## src/rtl/stepper_pulsegen_if.sv

```systemverilog
// rtl/stepper_pulsegen_if.sv - register-file side bundle of one joint's step/dir generator
// velocity_in and position carry two's-complement values.
interface stepper_pulsegen_if #(
  parameter int FREQ_BITS = 32,
  parameter int POS_BITS  = 32
);
  logic [FREQ_BITS-1:0] velocity_in;
  logic                 velocity_load;
  logic                 enable;
  logic                 pos_clear;
  logic                 stp;
  logic                 dir;
  logic [POS_BITS-1:0]  position;
  logic                 busy;
  logic                 overrun;

  modport master (
    output velocity_in, velocity_load, enable, pos_clear,
    input  stp, dir, position, busy, overrun
  );

  modport slave (
    input  velocity_in, velocity_load, enable, pos_clear,
    output stp, dir, position, busy, overrun
  );
endinterface

```

## src/rtl/stepper_pulsegen.sv

```systemverilog
// rtl/stepper_pulsegen.sv - DDS step/dir generator with pulse timing FSM and position counter
// A carry out of the phase accumulator becomes a pending step that the FSM turns into a timed pulse.
module stepper_pulsegen #(
  parameter int FREQ_BITS        = 32,
  parameter int POS_BITS         = 32,
  parameter int PULSE_CYCLES     = 100,
  parameter int DIR_SETUP_CYCLES = 50
) (
  input  logic sysclk,
  input  logic rst_n,
  stepper_pulsegen_if.slave bus
);

  localparam int TMAX = (PULSE_CYCLES > DIR_SETUP_CYCLES) ? PULSE_CYCLES : DIR_SETUP_CYCLES;
  localparam int TW   = $clog2(TMAX + 1);

  typedef enum logic [1:0] {IDLE, DIR_SETUP, STEP_HIGH, STEP_LOW} state_e;

  state_e               state_q, state_d;
  logic [TW-1:0]        timer_q, timer_d;
  logic [FREQ_BITS-1:0] vel_q;
  logic [FREQ_BITS-1:0] acc_q, acc_d;
  logic                 pending_q, pending_d;
  logic                 pend_dir_q, pend_dir_d;
  logic                 overrun_q, overrun_d;
  logic                 dir_q, dir_d;
  logic [POS_BITS-1:0]  pos_q, pos_d;
  logic                 stp_q, busy_q;

  logic [FREQ_BITS-1:0] neg_vel, mag;
  logic [FREQ_BITS:0]   sum;
  logic                 carry, accept, entering;
  logic [POS_BITS-1:0]  pos_base;

  // Negating the most-negative word overflows back to itself; clamp it to the largest positive rate.
  always_comb begin
    neg_vel = -vel_q;
    if (!vel_q[FREQ_BITS-1])
      mag = vel_q;
    else if (neg_vel[FREQ_BITS-1])
      mag = {1'b0, {(FREQ_BITS-1){1'b1}}};
    else
      mag = neg_vel;
    sum   = {1'b0, acc_q} + {1'b0, mag};
    carry = bus.enable && sum[FREQ_BITS];
  end

  always_comb begin
    state_d    = state_q;
    timer_d    = timer_q;
    acc_d      = acc_q;
    pending_d  = pending_q;
    pend_dir_d = pend_dir_q;
    overrun_d  = overrun_q;
    dir_d      = dir_q;
    accept     = bus.enable && pending_q && (state_q == IDLE);

    case (state_q)
      IDLE: begin
        if (accept) begin
          if (pend_dir_q == dir_q) begin
            state_d = STEP_HIGH;
            timer_d = TW'(PULSE_CYCLES);
          end else begin
            dir_d   = pend_dir_q;
            state_d = DIR_SETUP;
            timer_d = TW'(DIR_SETUP_CYCLES);
          end
        end
      end
      DIR_SETUP: begin
        if (timer_q <= TW'(1)) begin
          state_d = STEP_HIGH;
          timer_d = TW'(PULSE_CYCLES);
        end else begin
          timer_d = timer_q - TW'(1);
        end
      end
      STEP_HIGH: begin
        if (timer_q <= TW'(1)) begin
          state_d = STEP_LOW;
          timer_d = TW'(PULSE_CYCLES);
        end else begin
          timer_d = timer_q - TW'(1);
        end
      end
      default: begin
        if (timer_q <= TW'(1)) begin
          state_d = IDLE;
          timer_d = '0;
        end else begin
          timer_d = timer_q - TW'(1);
        end
      end
    endcase

    // A carry landing on the accept cycle re-arms pending rather than counting as lost.
    if (!bus.enable) begin
      acc_d     = '0;
      pending_d = 1'b0;
    end else begin
      acc_d = sum[FREQ_BITS-1:0];
      if (accept)
        pending_d = 1'b0;
      if (carry) begin
        if (pending_q && !accept) begin
          overrun_d = 1'b1;
        end else begin
          pending_d  = 1'b1;
          pend_dir_d = vel_q[FREQ_BITS-1];
        end
      end
    end

    entering = (state_d == STEP_HIGH) && (state_q != STEP_HIGH);
    pos_base = bus.pos_clear ? '0 : pos_q;
    if (entering)
      pos_d = dir_q ? pos_base - POS_BITS'(1) : pos_base + POS_BITS'(1);
    else
      pos_d = pos_base;
  end

  always_ff @(posedge sysclk) begin
    if (!rst_n) begin
      state_q    <= IDLE;
      timer_q    <= '0;
      vel_q      <= '0;
      acc_q      <= '0;
      pending_q  <= 1'b0;
      pend_dir_q <= 1'b0;
      overrun_q  <= 1'b0;
      dir_q      <= 1'b0;
      pos_q      <= '0;
      stp_q      <= 1'b0;
      busy_q     <= 1'b0;
    end else begin
      state_q    <= state_d;
      timer_q    <= timer_d;
      if (bus.velocity_load)
        vel_q <= bus.velocity_in;
      acc_q      <= acc_d;
      pending_q  <= pending_d;
      pend_dir_q <= pend_dir_d;
      overrun_q  <= overrun_d;
      dir_q      <= dir_d;
      pos_q      <= pos_d;
      stp_q      <= (state_d == STEP_HIGH);
      busy_q     <= (state_d != IDLE);
    end
  end

  assign bus.stp      = stp_q;
  assign bus.dir      = dir_q;
  assign bus.position = pos_q;
  assign bus.busy     = busy_q;
  assign bus.overrun  = overrun_q;

endmodule

```

## src/flat_wrapper.sv

```systemverilog
// flat-port wrapper written by rule: the top's interface ports become plain ports
module stepper_pulsegen_flat 
#(
  parameter int FREQ_BITS        = 32,
  parameter int POS_BITS         = 32,
  parameter int PULSE_CYCLES     = 100,
  parameter int DIR_SETUP_CYCLES = 50
)
  (sysclk, rst_n, bus_velocity_in, bus_velocity_load, bus_enable, bus_pos_clear, bus_stp, bus_dir, bus_position, bus_busy, bus_overrun);
  stepper_pulsegen_if #(.FREQ_BITS(FREQ_BITS), .POS_BITS(POS_BITS)) bus_i ();
  input  logic sysclk;
  input  logic rst_n;
  input wire logic [$bits(bus_i.velocity_in)-1:0] bus_velocity_in;
  input wire logic [$bits(bus_i.velocity_load)-1:0] bus_velocity_load;
  input wire logic [$bits(bus_i.enable)-1:0] bus_enable;
  input wire logic [$bits(bus_i.pos_clear)-1:0] bus_pos_clear;
  output wire logic [$bits(bus_i.stp)-1:0] bus_stp;
  output wire logic [$bits(bus_i.dir)-1:0] bus_dir;
  output wire logic [$bits(bus_i.position)-1:0] bus_position;
  output wire logic [$bits(bus_i.busy)-1:0] bus_busy;
  output wire logic [$bits(bus_i.overrun)-1:0] bus_overrun;
  assign bus_i.velocity_in = bus_velocity_in;
  assign bus_i.velocity_load = bus_velocity_load;
  assign bus_i.enable = bus_enable;
  assign bus_i.pos_clear = bus_pos_clear;
  assign bus_stp = bus_i.stp;
  assign bus_dir = bus_i.dir;
  assign bus_position = bus_i.position;
  assign bus_busy = bus_i.busy;
  assign bus_overrun = bus_i.overrun;
  stepper_pulsegen #(.FREQ_BITS(FREQ_BITS), .POS_BITS(POS_BITS), .PULSE_CYCLES(PULSE_CYCLES), .DIR_SETUP_CYCLES(DIR_SETUP_CYCLES)) u_core (.sysclk(sysclk), .rst_n(rst_n), .bus(bus_i));
endmodule
```

## config.mk

```make
export PLATFORM = sky130hd
export DESIGN_NAME = stepper_pulsegen_flat
export DESIGN_NICKNAME = d
export VERILOG_FILES = /design/src/rtl/stepper_pulsegen_if.sv /design/src/rtl/stepper_pulsegen.sv /design/src/flat_wrapper.sv
export SDC_FILE = /design/constraint.sdc
export NUM_CORES = 1
export LEC_CHECK = 0
export CORE_ASPECT_RATIO = 1.4
export CORE_MARGIN = 10
export CORE_UTILIZATION = 63
export CTS_CLUSTER_SIZE = 10
export DETAILED_ROUTE_END_ITERATION = 10
export PLACE_DENSITY_LB_ADDON = 0.05
export SLEW_MARGIN = 20
export SYNTH_ARGS = -nofsm -noshare
export SYNTH_HDL_FRONTEND = slang
export SYNTH_SLANG_ARGS = --single-unit
```

## constraint.sdc

```tcl
create_clock -name sysclk -period 14.2 [get_ports sysclk]
set_clock_uncertainty 0.2 [all_clocks]
set_input_delay 2.13 -clock sysclk [delete_from_list [all_inputs] [get_ports sysclk]]
set_output_delay 2.13 -clock sysclk [all_outputs]
set_load 0.01 [all_outputs]
```

==> flow_metrics.tcl, run 1 <==
set metrics [dict create \
    critPathSlowestCell "or4_4" \
    hold_buffers 0 \
    grt_pass1_vias 7178 \
    ant_nets 0 \
    routed_wl_mm 19.94 \
    place.gp.congestion 0.9428 \
    fmax_mhz 169.6 \
    synth_warnings 0 \
    hold_depth 1 \
    yosysSeqAreaShare 0.2782 \
    die-area_sq_um 17650 \
    placed_cell_area_sq_um 8746 \
    status "completed" \
    cts_sinks 111 \
    ios 73 \
    coreArea_sq_um 12370 \
    yosysMostFrequentCell "nor2_1" \
    required_ns 14.24 \
    power_density_nw_per_um2 104.2 \
    die_x_um 115.2 \
    antenna_found_initial 0 \
    pwr-share-clk 0.261 \
    rsz0062_at_grt "no" \
    p_leak_nw 4.035 \
    ys_seq_elements 111 \
    synth_top_area_share 0.2782 \
    crit_buf_inv 1 \
    io_buffers 72 \
    post_cts_buffers 0 \
    worstSetupPathType "flip-flop to flip-flop" \
    final-hold-violation-count 0 \
    gr-total-overflow 0 \
    ir_worst_vdd_mv 0.07794 \
    viasPerCell 6.060 \
    cts_buffer_depth 2 \
    drtIter0Drc 308 \
    post_cts_resized 0 \
    wl_per_cell_um 16.51 \
    cp_max_fo 26 \
    reg2reg_to "u_core.acc_q[26]" \
    async_flop_share 0 \
    route.detailed.drc 0 \
    fin_setup_tns_ns 0 \
    internal-power_mw 0.5974 \
    synth_area_leaders "dfxtp_1 28%, ha_1 11%, mux2i_1 6.0%" \
    synthFlopType "dfxtp_1" \
    htreeDepth 3 \
    crit_path_end_kind "flip-flop" \
    root_buffer "clkbuf_16" \
    reg2regPathDepth 20 \
    cap_violations 0 \
    period_share 0.4153 \
    layout-drive-gt1-share 0.03781 \
    arrival_ns 5.93 \
    synth_largest_area_cell "dfxtp_1" \
    synth_edf_count 0 \
    hp-start "u_core.bus.overrun" \
    drt_pass1_iterations 5 \
    fillers 1031 \
    fin_area_sq_um 9024 \
    synth_nets 1113 \
    grt_max_degree 60 \
    numCtsBuffers 9 \
    antenna_cells 0 \
    synthesis.area_sq_um 7989 \
    critPathMaxStageDelay_ns 0.59 \
    dr_total_vias 7320 \
    clkLatencyLatePin_ns 0.35 \
    period_needed_ns 5.897 \
    synth_cells 1006 \
    crit_chain "or4_4 -> nor4_4 -> nand3_1 -> or3_4 -> or2_4 -> nor3_4 -> nand3_2 -> nand2_1 -> ha_1 -> inv_1 -> fa_1 -> nor2b_1 -> o31a_1 -> o211ai_1 -> nor2b_1 -> a21oi_1 -> a21oi_1 -> o31ai_1 -> xnor2_1 -> nor2_1" \
    finalSetupViolCount 0 \
    p_sw_mw 0.3433 \
    hold_end "u_core.bus.overrun" \
    tritoncts "done" \
    fin_ws_ns 8.303 \
    p_comb_frac 0.358 \
    synth_common_cells "128 x nor2_1, 111 x dfxtp_1, 97 x nand2_1" \
    cp_top_family "simple AND/OR/NAND/NOR gates" \
    nets 1160 \
    grt.total_usage 0.2201 \
    area.growth.synth_to_final_pct 12.95 \
    start_util 0.6457 \
    rows 48 \
    reg2reg_slack_ns 8.30 \
    rr_startpoint "u_core.vel_q[2]" \
    tightest_slew_ns 0.9915 \
    timing.max_slew.rel_slack 0.3390 \
    die_y_um 153.2 \
    avgSynthCellArea_sq_um 7.941 \
    power_frac_seq 0.382 \
    ys_types 65 \
    worstSetupStartpointType "flip-flop" \
    grt_pass1_wl_mm 32.95 \
    hold_path_class "flip-flop to flip-flop" \
    post-dp-hpwl_mm 14.67 \
    path_clk_slew_ns 0.07 \
    swShare 0.3649 \
    maxSlewViolCount 0 \
    dpl_worst_slack_ns 8.215 \
]
==> cell families (layout without fill, tap and decap cells) <==
family                   count (synthesis)  after routing  share of synthesized area
AO/OA/AOI/OAI                          259            259                     0.2055
XOR/XNOR                                75             75                    0.08222
adder cells (fa/ha/maj)                 70             70                     0.1115
buffers and inverters                   72            124                    0.03759
flip-flops                             111            111                     0.2782
multiplexers                            49             49                    0.06155
AND/OR/NAND/NOR                        370            370                     0.2235
==> state kept, by name (all words and copies together) (netlist names), 2 cells and up <==
signal               flops
u_core.vel_q            32
u_core.acc_q            32
u_core.state_q           2
u_core.bus.position     32
u_core.timer_q           7
==> stage by stage <==
step           hold slack [ns]  cells  utilization  power [mW]
3_5_place_dp            0.2614   1192       0.7069      0.6991
6_report                0.2785   1208       0.7294      0.9406
3_3_place_gp            0.2485   1192       0.7069      0.6926
5_1_grt                 0.2985   1208       0.7294      0.9932
2_1_floorplan           0.2596   1006            -      0.6292
4_1_cts                 0.2834   1208       0.7294      0.9407
==> power by group through the flow <==
stage | clock (mW) | sequential (mW) | combinational [mW]
6_report | 0.245 | 0.359 | 0.336
5_1_grt | 0.261 | 0.361 | 0.371
3_5_place_dp | 0 | 0.366 | 0.333
2_1_floorplan | 0 | 0.362 | 0.267
4_1_cts | 0.247 | 0.359 | 0.335
3_3_place_gp | 0 | 0.366 | 0.327
==> routing by layer <==
metal | part of all wire | vias to the layer above | track usage
li1 | - | 3687 | -
met1 | 0.41 | 3429 | 0.2430
met2 | 0.53 | 163 | 0.4040
met3 | 0.041 | 41 | 0.03369
met4 | 0.024 | 0 | 0.08274
met5 | 0 | - | 0
==> layout make-up <==
class | instances | area, sq um | area share
clock inverters | 3 | 17.52 | 0.001941
clock buffers | 13 | 260.3 | 0.02884
flip-flops and latches | 111 | 2222 | 0.2463
multi-input cells | 823 | 5466 | 0.6058
inverters | 31 | 116.4 | 0.01290
repair buffers | 77 | 753.2 | 0.08347
well taps | 150 | 187.7 | 0.02080
==> cell usage in the layout (no fill, tap or decap), types with 10 or more instances in the layout <==
| cell type | Yosys | routed |
|---|---|---|
| a21o_1 | 22 | 22 |
| a31oi_1 | 14 | 14 |
| xor2_1 | 44 | 44 |
| nor2_1 | 128 | 128 |
| nand2_1 | 97 | 97 |
| xnor2_1 | 31 | 31 |
| a21oi_1 | 74 | 74 |
| mux2i_1 | 48 | 48 |
| and3_1 | 12 | 12 |
| o21a_1 | 12 | 12 |
| nor3_1 | 19 | 19 |
| inv_1 | 31 | 30 |
| nand4_1 | 10 | 10 |
| clkdlybuf4s50_1 | 0 | 71 |
| nor2b_1 | 39 | 39 |
| nand3_1 | 22 | 22 |
| dfxtp_1 | 111 | 111 |
| a211oi_1 | 10 | 10 |
| o21ai_0 | 63 | 63 |
| ha_1 | 68 | 68 |
==> how the worst max path moves through the flow <==
stage / depth (start not counted) / to / from
2_1_floorplan: 13 / u_core.bus.position[30] / bus_pos_clear
3_3_place_gp: 14 / u_core.bus.position[30] / bus_pos_clear
3_5_place_dp: 14 / u_core.bus.position[30] / bus_pos_clear
4_1_cts: 20 / u_core.acc_q[26] / u_core.vel_q[2]
5_1_grt: 18 / u_core.acc_q[31] / u_core.vel_q[2]
6_report: 20 / u_core.acc_q[26] / u_core.vel_q[2]
Note: power is estimated with default switching activity, not from simulation.
==> run 2: changes to the inputs <==
Settings changed: CORE_UTILIZATION 63 to 59.
Clock period 14.2 ns to 5.8 ns, I/O delays scaled along.
==> run 2 against run 1 <==
Compared with the run above:
- flip-flop and latch count is the same
- sequential power up 150%
- setup slack got worse by 7.9 ns
- critical path type unchanged
- first-iteration DRC count rose by 19%
- clock power is 140% higher
- via count is 0.94% lower
==> flow_metrics.tcl, run 2 (synthesis results as in run 1) <==
set metrics [dict create \
    grt.total_usage 0.2081 \
    viasPerCell 5.848 \
    power_density_nw_per_um2 253.1 \
    ir_worst_vdd_mv 0.1680 \
    post-dp-hpwl_mm 14.66 \
    dpl_worst_slack_ns 0.4525 \
    swShare 0.3690 \
    top_usage_layer "met2" \
    dr_total_vias 7251 \
    period_share 0.9261 \
    grt_max_degree 39 \
    io_buffers 72 \
    reg2reg_slack_ns 0.43 \
    power_frac_seq 0.384 \
    hp-start "u_core.bus.position[31]" \
    rr_startpoint "u_core.vel_q[2]" \
    required_ns 5.84 \
    drt_pass1_iterations 5 \
    tritoncts "done" \
    worstSetupStartpointType "flip-flop" \
    layout-drive-gt1-share 0.03970 \
    clkLatencyLatePin_ns 0.36 \
    die_y_um 157.7 \
    met3_usage 0.03173 \
    fin_setup_tns_ns 0 \
    hold_buffers 0 \
    ios 73 \
    numCtsBuffers 9 \
    drtIter0Drc 367 \
    coreArea_sq_um 13330 \
    finalSetupViolCount 0 \
    gr-total-overflow 0 \
    area.growth.synth_to_final_pct 13.47 \
    power_mw 2.295 \
    start_util 0.5995 \
    multi_input_area_sq_um 5473 \
    cts_buffer_depth 2 \
    status "completed" \
    mostFrequentLayoutCells "128 x nor2_1, 111 x dfxtp_1, 97 x nand2_1, 74 x a21oi_1, 71 x clkdlybuf4s50_1" \
    nets 1161 \
    holdWs_ns 0.2984 \
    htreeDepth 3 \
    antenna_cells 0 \
    p_sw_mw 0.8466 \
    tightest_slew_ns 0.9677 \
    internal-power_mw 1.448 \
    wl_per_cell_um 15.92 \
    p_leak_nw 4.036 \
    die_x_um 118.3 \
    layout_commonest_cell "nor2_1" \
    grt_pass1_wl_mm 32.51 \
    grtUsageMet2 0.4011 \
    pwr-share-clk 0.255 \
    maxSlewViolCount 0 \
    cp_max_fo 8 \
    ant_nets 0 \
    cts_sinks 111 \
    grt_pass1_vias 6944 \
    path_clk_slew_ns 0.07 \
    hold_path_class "flip-flop to flip-flop" \
    startpoint "u_core.vel_q[2]" \
    cap_violations 0 \
    die-area_sq_um 18660 \
    root_buffer "clkbuf_16" \
    use_met1 0.2237 \
    antenna_found_initial 0 \
    final-hold-violation-count 0 \
    p_comb_frac 0.361 \
    routed_wl_mm 19.74 \
    rows 50 \
    rsz0062_at_grt "no" \
    seqCellArea_sq_um 2222 \
    fillers 1146 \
    crit_path_end_kind "flip-flop" \
    period_needed_ns 5.371 \
    place.gp.congestion 0.9016 \
    fin_ws_ns 0.4285 \
    timing.max_slew.rel_slack 0.3549 \
    worstSetupPathType "flip-flop to flip-flop" \
    arrival_ns 5.42 \
    route.detailed.drc 0 \
    fmax_mhz 186.2 \
]
[run 2: cell count changes in the layout (fill, tap and decap cells not counted), sizes merged]
cell    previous run  this run
buf                6         7
clkinv             2         3
clkbuf            13        11
[run 2: critical path, stage by stage (launching register included)]
cell and delay (ns):
dfxtp_1 0.35, or4_4 0.59, nor4_4 0.25, nand3_1 0.21
or3_4 0.41, or2_4 0.28, nor3_4 0.19, nand3_2 0.24
nand2_1 0.17, ha_1 0.19, inv_1 0.06, fa_1 0.37
nor2b_1 0.21, o31a_1 0.22, o211ai_1 0.13, nor2b_1 0.17
o21ai_0 0.42, a221o_1 0.27, a311oi_2 0.12, xor2_1 0.16
nor2_1 0.05
[run 2: final cells by class]
| type | instances | share of cell area |
|---|---|---|
| Timing Repair Buffer | 78 | 0.08392 |
| Clock inverter | 4 | 0.002484 |
| Sequential cell | 111 | 0.2451 |
| Multi-Input combinational cell | 823 | 0.6037 |
| Clock buffer | 11 | 0.02678 |
| Inverter | 31 | 0.01284 |
| Tap cell | 182 | 0.02512 |
[run 2: path summary, 6_finish.rpt]
| path | cells past startpoint | end |
|---|---|---|
| worst min register to register | 2 | u_core.bus.position[31] |
| worst max-delay path | 20 | u_core.acc_q[24] |
| worst min-delay path | 2 | u_core.bus.position[31] |
| worst max register to register | 20 | u_core.acc_q[24] |
[run 2: per-stage QoR]
stage	cells	instance area [sq um]	util
floorplan	1006	7989	-
global placement	1225	8793	0.6599
detailed placement	1225	8793	0.6599
CTS	1240	9059	0.6798
global route	1240	9065	0.6803
finish	1240	9065	0.6803
[run 2: routing by layer]
layer	share of wire	wire [um]	vias up
met4	0.020	388	0
met3	0.031	620	30
met1	0.42	8258	3417
met2	0.53	10480	123
met5	0	0	-
li1	-	-	3681
[run 2: repair_timing]
item,CTS,global route
setup endpoints to repair,0,1
gates resized for setup,0,1
buffers inserted,0,0
[run 2: power groups by stage]
| stage | Combinational, mW | Clock, mW | Sequential [mW] |
|---|---|---|---|
| floorplan | 0.654 | 0 | 0.886 |
| global placement | 0.816 | 0 | 0.897 |
| detailed placement | 0.825 | 0 | 0.898 |
| CTS | 0.829 | 0.599 | 0.881 |
| global route | 0.916 | 0.625 | 0.890 |
| finish | 0.828 | 0.586 | 0.881 |
